===== config.mk =====
export PLATFORM = sky130hd
export DESIGN_NAME = regfile_scoreboard
export DESIGN_NICKNAME = d
export VERILOG_FILES = /design/src/rtl/regfile_scoreboard.sv
export SDC_FILE = /design/constraint.sdc
export NUM_CORES = 1
export LEC_CHECK = 0
export BUFFER_PORTS_ARGS = -buffer_cell sky130_fd_sc_hd__buf_2
export CORE_MARGIN = 5
export CORE_UTILIZATION = 53
export CTS_CLUSTER_SIZE = 40
export DETAILED_ROUTE_END_ITERATION = 6
export GPL_TIMING_DRIVEN = 0
export PLACE_DENSITY = 0.89
export SETUP_SLACK_MARGIN = 0.1
export SLEW_MARGIN = 20
export SYNTH_ARGS = -nofsm -noshare
export SYNTH_HDL_FRONTEND = slang
export SYNTH_SLANG_ARGS = --single-unit

===== constraint.sdc =====
create_clock -name clk -period 1.6 [get_ports clk]
set_input_delay 0.24 -clock clk [delete_from_list [all_inputs] [get_ports clk]]
set_output_delay 0.24 -clock clk [all_outputs]
set_load 0.05 [all_outputs]

===== src/rtl/regfile_scoreboard.sv =====
// Parametrised register file with same-cycle write bypass and a per-register busy scoreboard.
// Decode reads operands and reserves destinations; writeback writes results and releases them.
module regfile_scoreboard #(
    parameter int DATA_W   = 4,
    parameter int ADDR_W   = 2,
    parameter int NREGS    = 4,
    parameter int ZERO_REG = 0,
    parameter int BYPASS   = 1
) (
    input  logic              clk,
    input  logic              reset,
    input  logic              wr_en,
    input  logic [ADDR_W-1:0] wr_addr,
    input  logic [DATA_W-1:0] wr_data,
    input  logic [ADDR_W-1:0] rd_addr1,
    input  logic [ADDR_W-1:0] rd_addr2,
    output logic [DATA_W-1:0] rd_data1,
    output logic [DATA_W-1:0] rd_data2,
    output logic              rd_busy1,
    output logic              rd_busy2,
    input  logic              issue_en,
    input  logic [ADDR_W-1:0] issue_addr,
    output logic              issue_ready
);
    localparam int DEPTH = 2 ** ADDR_W;

    logic [DATA_W-1:0] regs_q [DEPTH];
    logic [DATA_W-1:0] regs_d [DEPTH];
    logic [DEPTH-1:0]  busy_q;
    logic [DEPTH-1:0]  busy_d;

    // A register is "real" when implemented and not the hardwired zero register;
    // every other address reads 0, is never busy and swallows writes/issues.
    function automatic logic is_real(input logic [ADDR_W-1:0] a);
        return (int'(a) < NREGS) && !((ZERO_REG != 0) && (a == '0));
    endfunction

    logic wr_legal;
    logic wr_hit1, wr_hit2, wr_hit_iss;
    logic issue_take;

    assign wr_legal   = wr_en && is_real(wr_addr);
    assign wr_hit1    = wr_legal && (wr_addr == rd_addr1);
    assign wr_hit2    = wr_legal && (wr_addr == rd_addr2);
    assign wr_hit_iss = wr_legal && (wr_addr == issue_addr);

    always_comb begin
        rd_data1 = '0;
        rd_busy1 = 1'b0;
        if (is_real(rd_addr1)) begin
            rd_data1 = ((BYPASS != 0) && wr_hit1) ? wr_data : regs_q[rd_addr1];
            rd_busy1 = busy_q[rd_addr1] && !((BYPASS != 0) && wr_hit1);
        end
    end

    always_comb begin
        rd_data2 = '0;
        rd_busy2 = 1'b0;
        if (is_real(rd_addr2)) begin
            rd_data2 = ((BYPASS != 0) && wr_hit2) ? wr_data : regs_q[rd_addr2];
            rd_busy2 = busy_q[rd_addr2] && !((BYPASS != 0) && wr_hit2);
        end
    end

    // Release by a same-cycle writeback is visible to issue regardless of BYPASS.
    assign issue_ready = !is_real(issue_addr) || !busy_q[issue_addr] || wr_hit_iss;
    assign issue_take  = issue_en && issue_ready && is_real(issue_addr);

    // Write clears first, issue sets afterwards, so a same-address reservation wins.
    always_comb begin
        regs_d = regs_q;
        busy_d = busy_q;
        if (wr_legal) begin
            regs_d[wr_addr] = wr_data;
            busy_d[wr_addr] = 1'b0;
        end
        if (issue_take) begin
            busy_d[issue_addr] = 1'b1;
        end
    end

    always_ff @(posedge clk) begin
        if (reset) begin
            for (int i = 0; i < DEPTH; i++) begin
                regs_q[i] <= '0;
            end
            busy_q <= '0;
        end else begin
            regs_q <= regs_d;
            busy_q <= busy_d;
        end
    end
endmodule


Word-level counts from Yosys, hierarchy flattened. Cells that the tools add are included.

Reduce and logical (&&, ||, !) cells: 13. Shift-type cells: 0. Multipliers: 0. Divide/modulo/power cells: 0. Add/subtract/negate cells: 0. Mux-type cells: 23. Bitwise gates (word level): 6. Magnitude comparators: 10. Equality and inequality tests: 3.

Operators by type and width (number): $mux W4 (9); $bmux W4 S2 (2); $bwmux W16 (1); $lt A2 B3 Y1 const B (4); $ge A3 B3 Y1 const B (3); $logic_and A1 B1 Y1 (9); $not A2 Y3 (3); $demux W4 S2 (1); $bmux W1 S2 (3); $eq A2 B2 Y1 (3); $mux W1 (5); $and A4 B4 Y4 (1); $demux W1 S2 (2); $ge A2 B1 Y1 const B (2); $not A4 Y4 (1); $or A4 B4 Y4 (1); $logic_not A1 Y1 (3); $lt A3 B1 Y1 const B (1); $logic_or A1 B1 Y1 (1).

Bits in latches: 0. Word-level logic and storage cells: 60. Memories: 0. Memory bits (read-only): 0. Flip-flop bits (word level): 20. Output and inout bits: 11. Bits in writable memories: 0.

Logic depth before layout (Yosys ltp).
Depth after elaboration: 9. Mapped depth: 5. Depth with buffers taken out: 4.

Worst setup path before layout. OpenSTA, ideal clock, no wires.

Path type: input -> output. Start point: input port issue_addr[1]. End point: output port issue_ready. Stages on the path: 3. Slack: -0.089 ns. Arrival: 1.449 ns. Path buffers: 1. Cells stage by stage: buf_6 mux2_4 o211ai_1.

Longest elaborated chain between the ends: 4.

RTL lines: start, declared (RTL line 22) `input logic [ADDR_W-1:0] issue_addr,`; $bmux W1 S2 (RTL line 66) `assign issue_ready = !is_real(issue_addr) || !busy_q[issue_addr] || wr_hit_iss;`; $mux W1 (not written as such) (RTL line 66); $logic_not A1 Y1 (RTL line 66); $logic_or A1 B1 Y1 (*) (RTL line 66); end, declared (RTL line 23) `output logic issue_ready`.

Every way passes the cells marked *; elsewhere a longest branch is shown, timed or not. The select of a mux whose other input is x is not followed.

Final worst setup path.
Start point: register regs_q[2] (netlist bit). End point: output port rd_data1[2].

Longest elaborated chain between the ends: 4.

RTL lines: start, declared (RTL line 27) `logic [DATA_W-1:0] regs_q [DEPTH];`; start signal, assigned (RTL line 89) `regs_q <= regs_d;`; $bmux W4 S2 (RTL line 51) `rd_data1 = ((BYPASS != 0) && wr_hit1) ? wr_data : regs_q[rd_addr1];`; $mux W4 (not written as such) (2 in a row) (RTL line 51); $mux W4 (RTL line 51); end, declared (RTL line 17) `output logic [DATA_W-1:0] rd_data1,`.

Every way passes these cells. The select of a mux whose other input is x is not followed.

==> metrics.yaml <==
timing:
  max_freq_mhz: 560.1
  relSlewSlack: 0.6497
  setup_viol: 10
  finClkSkew_ps: 0.2402
  rsz0062_at_grt: "yes"
  layout_min_cycle_time_ps: 1785
  whs_ps: 143.2
  fin_ws_ps: -185.3
  period_share: 1.116
  slew_violations: 0
  worst_pin_slew_ps: 523.1
  finalHoldViolations: 0
critical_path:
  rr_startpoint: "busy_q[0]"
  worst_path_max_delay_cell: "mux4_2"
  rrSetupSlack_ps: 200
  reg2reg_depth: 4
  crit_path_end_kind: "primary output"
  startpoint_type: "register"
  crit_buf_inv: 1
  r2r_end: "busy_q[3]"
  required_ps: 1360
  critPathLaunch: "regs_q[2]"
  cp.arrival_ps: 1550
  path_cells: "mux4_2, mux2_4, buf_6"
  path_delay_family: "multiplexers"
  critical_path.max_stage_delay_ps: 460
  crit_fanout: 3
  crit_type: "reg2out"
floorplanning:
  die_w_um: 59.07
  start_util: 0.5660
  dieArea_um2: 3489
  die_y_um: 59.07
  core_area_um2: 2255
  rows: 17
  io_pins: 27
route:
  vias: 967
  firstDrtPassIters: 4
  routed_via_density: 5.825
  avgRoutedWirePerCell_um: 17.99
  ant_nets: 0
  route.detailed.drc: 0
  drt_iter0_markers: 29
  finalWirelength_mm: 2.987
layout:
  fillers: 187
  nNetsFinal: 155
  layout_common_cells: "mux2i_1, nor2_1, buf_2, dfxtp_2, buf_6"
  drive_above_1_share: 0.5072
  diodes: 0
  area_growth_pct: 23.14
synthesis:
  synth.avg_cell_area_um2: 11.00
  netlist_instances: 116
  synth_top_family_by_area: "multiplexers"
  ys_warn_count: 0
  ys_seq_elements: 20
  synth_cell_types: 23
  synth_xor_area_frac: 0.04118
  muxShareOfSynthArea: 0.3922
  syn-num-nets: 132
  synth_area_um2: 1276
  synth-simple-area-share: 0.1392
  synth_compound_area_frac: 0.06176
  yosysSeqAreaShare: 0.3137
  yosys.area_share.adder: 0
clocking:
  cts_buffer_depth: 2
  clkLatencyLatePin_ps: 310
  clock_tree.root_cell: "clkbuf_4"
  clk_pin_slew_ps: 120
  cts.sinks: 20
  cts_max_level: 1
  cts_tree: "yes"
  cts-buffers-inserted: 3
hold_path:
  hold_class: "in2reg"
  hold_depth: 2
  min_from: "issue_addr[1]"
  hold_end: "busy_q[0]"
run_status:
  outcome: "finished, violations left"
  violations: "negative setup slack"
pwr:
  total_leakage_power_nw: 0.7172
  powerDensity_nw_per_um2: 838.8
  ir_drop_uv: 698.9
  report.power.total_mw: 1.318
global_routing:
  antenna_found_initial: 0
  grt_pass1_wl_mm: 4.733
  grt-ovfl-total: 0
  grt_max_degree: 13
  grtUsageTotal: 0.1817
  first_global_vias: 1002
placement:
  hpwlAfterDp_mm: 2.155
  gp_congestion: 0.7550
  port_buffers: 17
job:
  maxCapViolCount: 0
## kinds of logic (layout without fill, tap and decap cells)
kind of cell              Yosys count  count (layout)
xor gates and xnor gates            6               6
muxes                              36              36
and+or+nand+nor                    35              35
AOI/OAI and AO/OA                   6               6
buffers and inverters              13              35
DFF                                20              20
## synth_stat cells
cell      count  share of area
dfxtp_1      20           0.31
o21ai_0       1         0.0039
o311a_4       1          0.017
nand4_1       1         0.0049
o211ai_1      1         0.0059
nand3b_1      5          0.029
nor3b_2       1         0.0098
inv_1         2         0.0059
xnor2_1       6          0.041
and2_1        2         0.0098
buf_6         1         0.0088
o41ai_2       2          0.025
mux4_2       10           0.18
clkbuf_1      2         0.0059
nor2_1       17          0.050
buf_2         8          0.031
mux2i_1      17           0.13
mux2_2        8          0.071
nand3_1       5          0.020
mux2_4        1          0.012
nand2_1       3         0.0088
or3b_2        1         0.0069
o31ai_2       1         0.0098
## worst max path at each step
stage                     slack [ps]          end  depth (start not counted)
final                           -190  rd_data1[2]                          3
after global placement          -120  rd_data1[0]                          5
after global routing            -230  rd_data1[3]                          3
after CTS                       -190  rd_data2[0]                          3
after floorplan                  -90  issue_ready                          3
after detailed placement        -160  rd_data2[0]                          5
## per-stage QoR
step,util,TNS (ps),area [µm²],setup slack (ps),cells
3_5_place_dp,0.6326,-1171,1426,-162.9,161
6_report,0.6970,-1522,1572,-185.3,166
2_1_floorplan,-,-88.63,1306,-88.63,116
4_1_cts,0.6903,-1601,1556,-188.4,165
3_3_place_gp,0.6326,-859.0,1426,-115.6,161
5_1_grt,0.6970,-1985,1572,-229.8,166
## sequential cells by signal, indices dropped and copies added, names as in the netlist
signal	cells
regs_q	16
busy_q	4
## layer usage
layer / part of all wire / GRT usage / vias to the layer above
met3: 0.048 / 0.02179 / 2
li1: - / - / 464
met4: 0.0057 / 0.06149 / 0
met1: 0.41 / 0.2106 / 473
met5: 0 / 0 / -
met2: 0.54 / 0.3407 / 28
## power by group
part	total (mW)	switching, mW	internal, mW
Sequential	0.537	0.0163	0.521
Clock	0.418	0.165	0.253
Combinational	0.363	0.201	0.162
## final cells by class
class / count / area [µm²] / area share
plain buffers: 11 / 58.81 / 0.03742
clock buffers: 3 / 22.52 / 0.01433
clock inverters: 1 / 30.03 / 0.01911
inverters: 2 / 7.507 / 0.004777
multi-input cells: 83 / 844.6 / 0.5374
flip-flops and latches: 20 / 415.4 / 0.2643
well taps: 28 / 35.03 / 0.02229
repair buffers: 18 / 157.7 / 0.1003
## worst reg2reg max path: cells and delay by family (launching register included)
kind | cells | cell delay [ps]
DFF | 1 | 360
muxes | 1 | 270
AOI/OAI and AO/OA | 2 | 560
buffers and inverters | 1 | 140
## what timing repair did
item                                    in CTS  in global routing
setup buffers                                0                  1
pin swaps                                    0                  1
endpoints found under the hold margin        0                  0
resized for setup                           30                  5
endpoints found under the setup margin      11                 11
hold buffers                                 0                  0
Note: power is estimated with default switching activity, not from simulation.
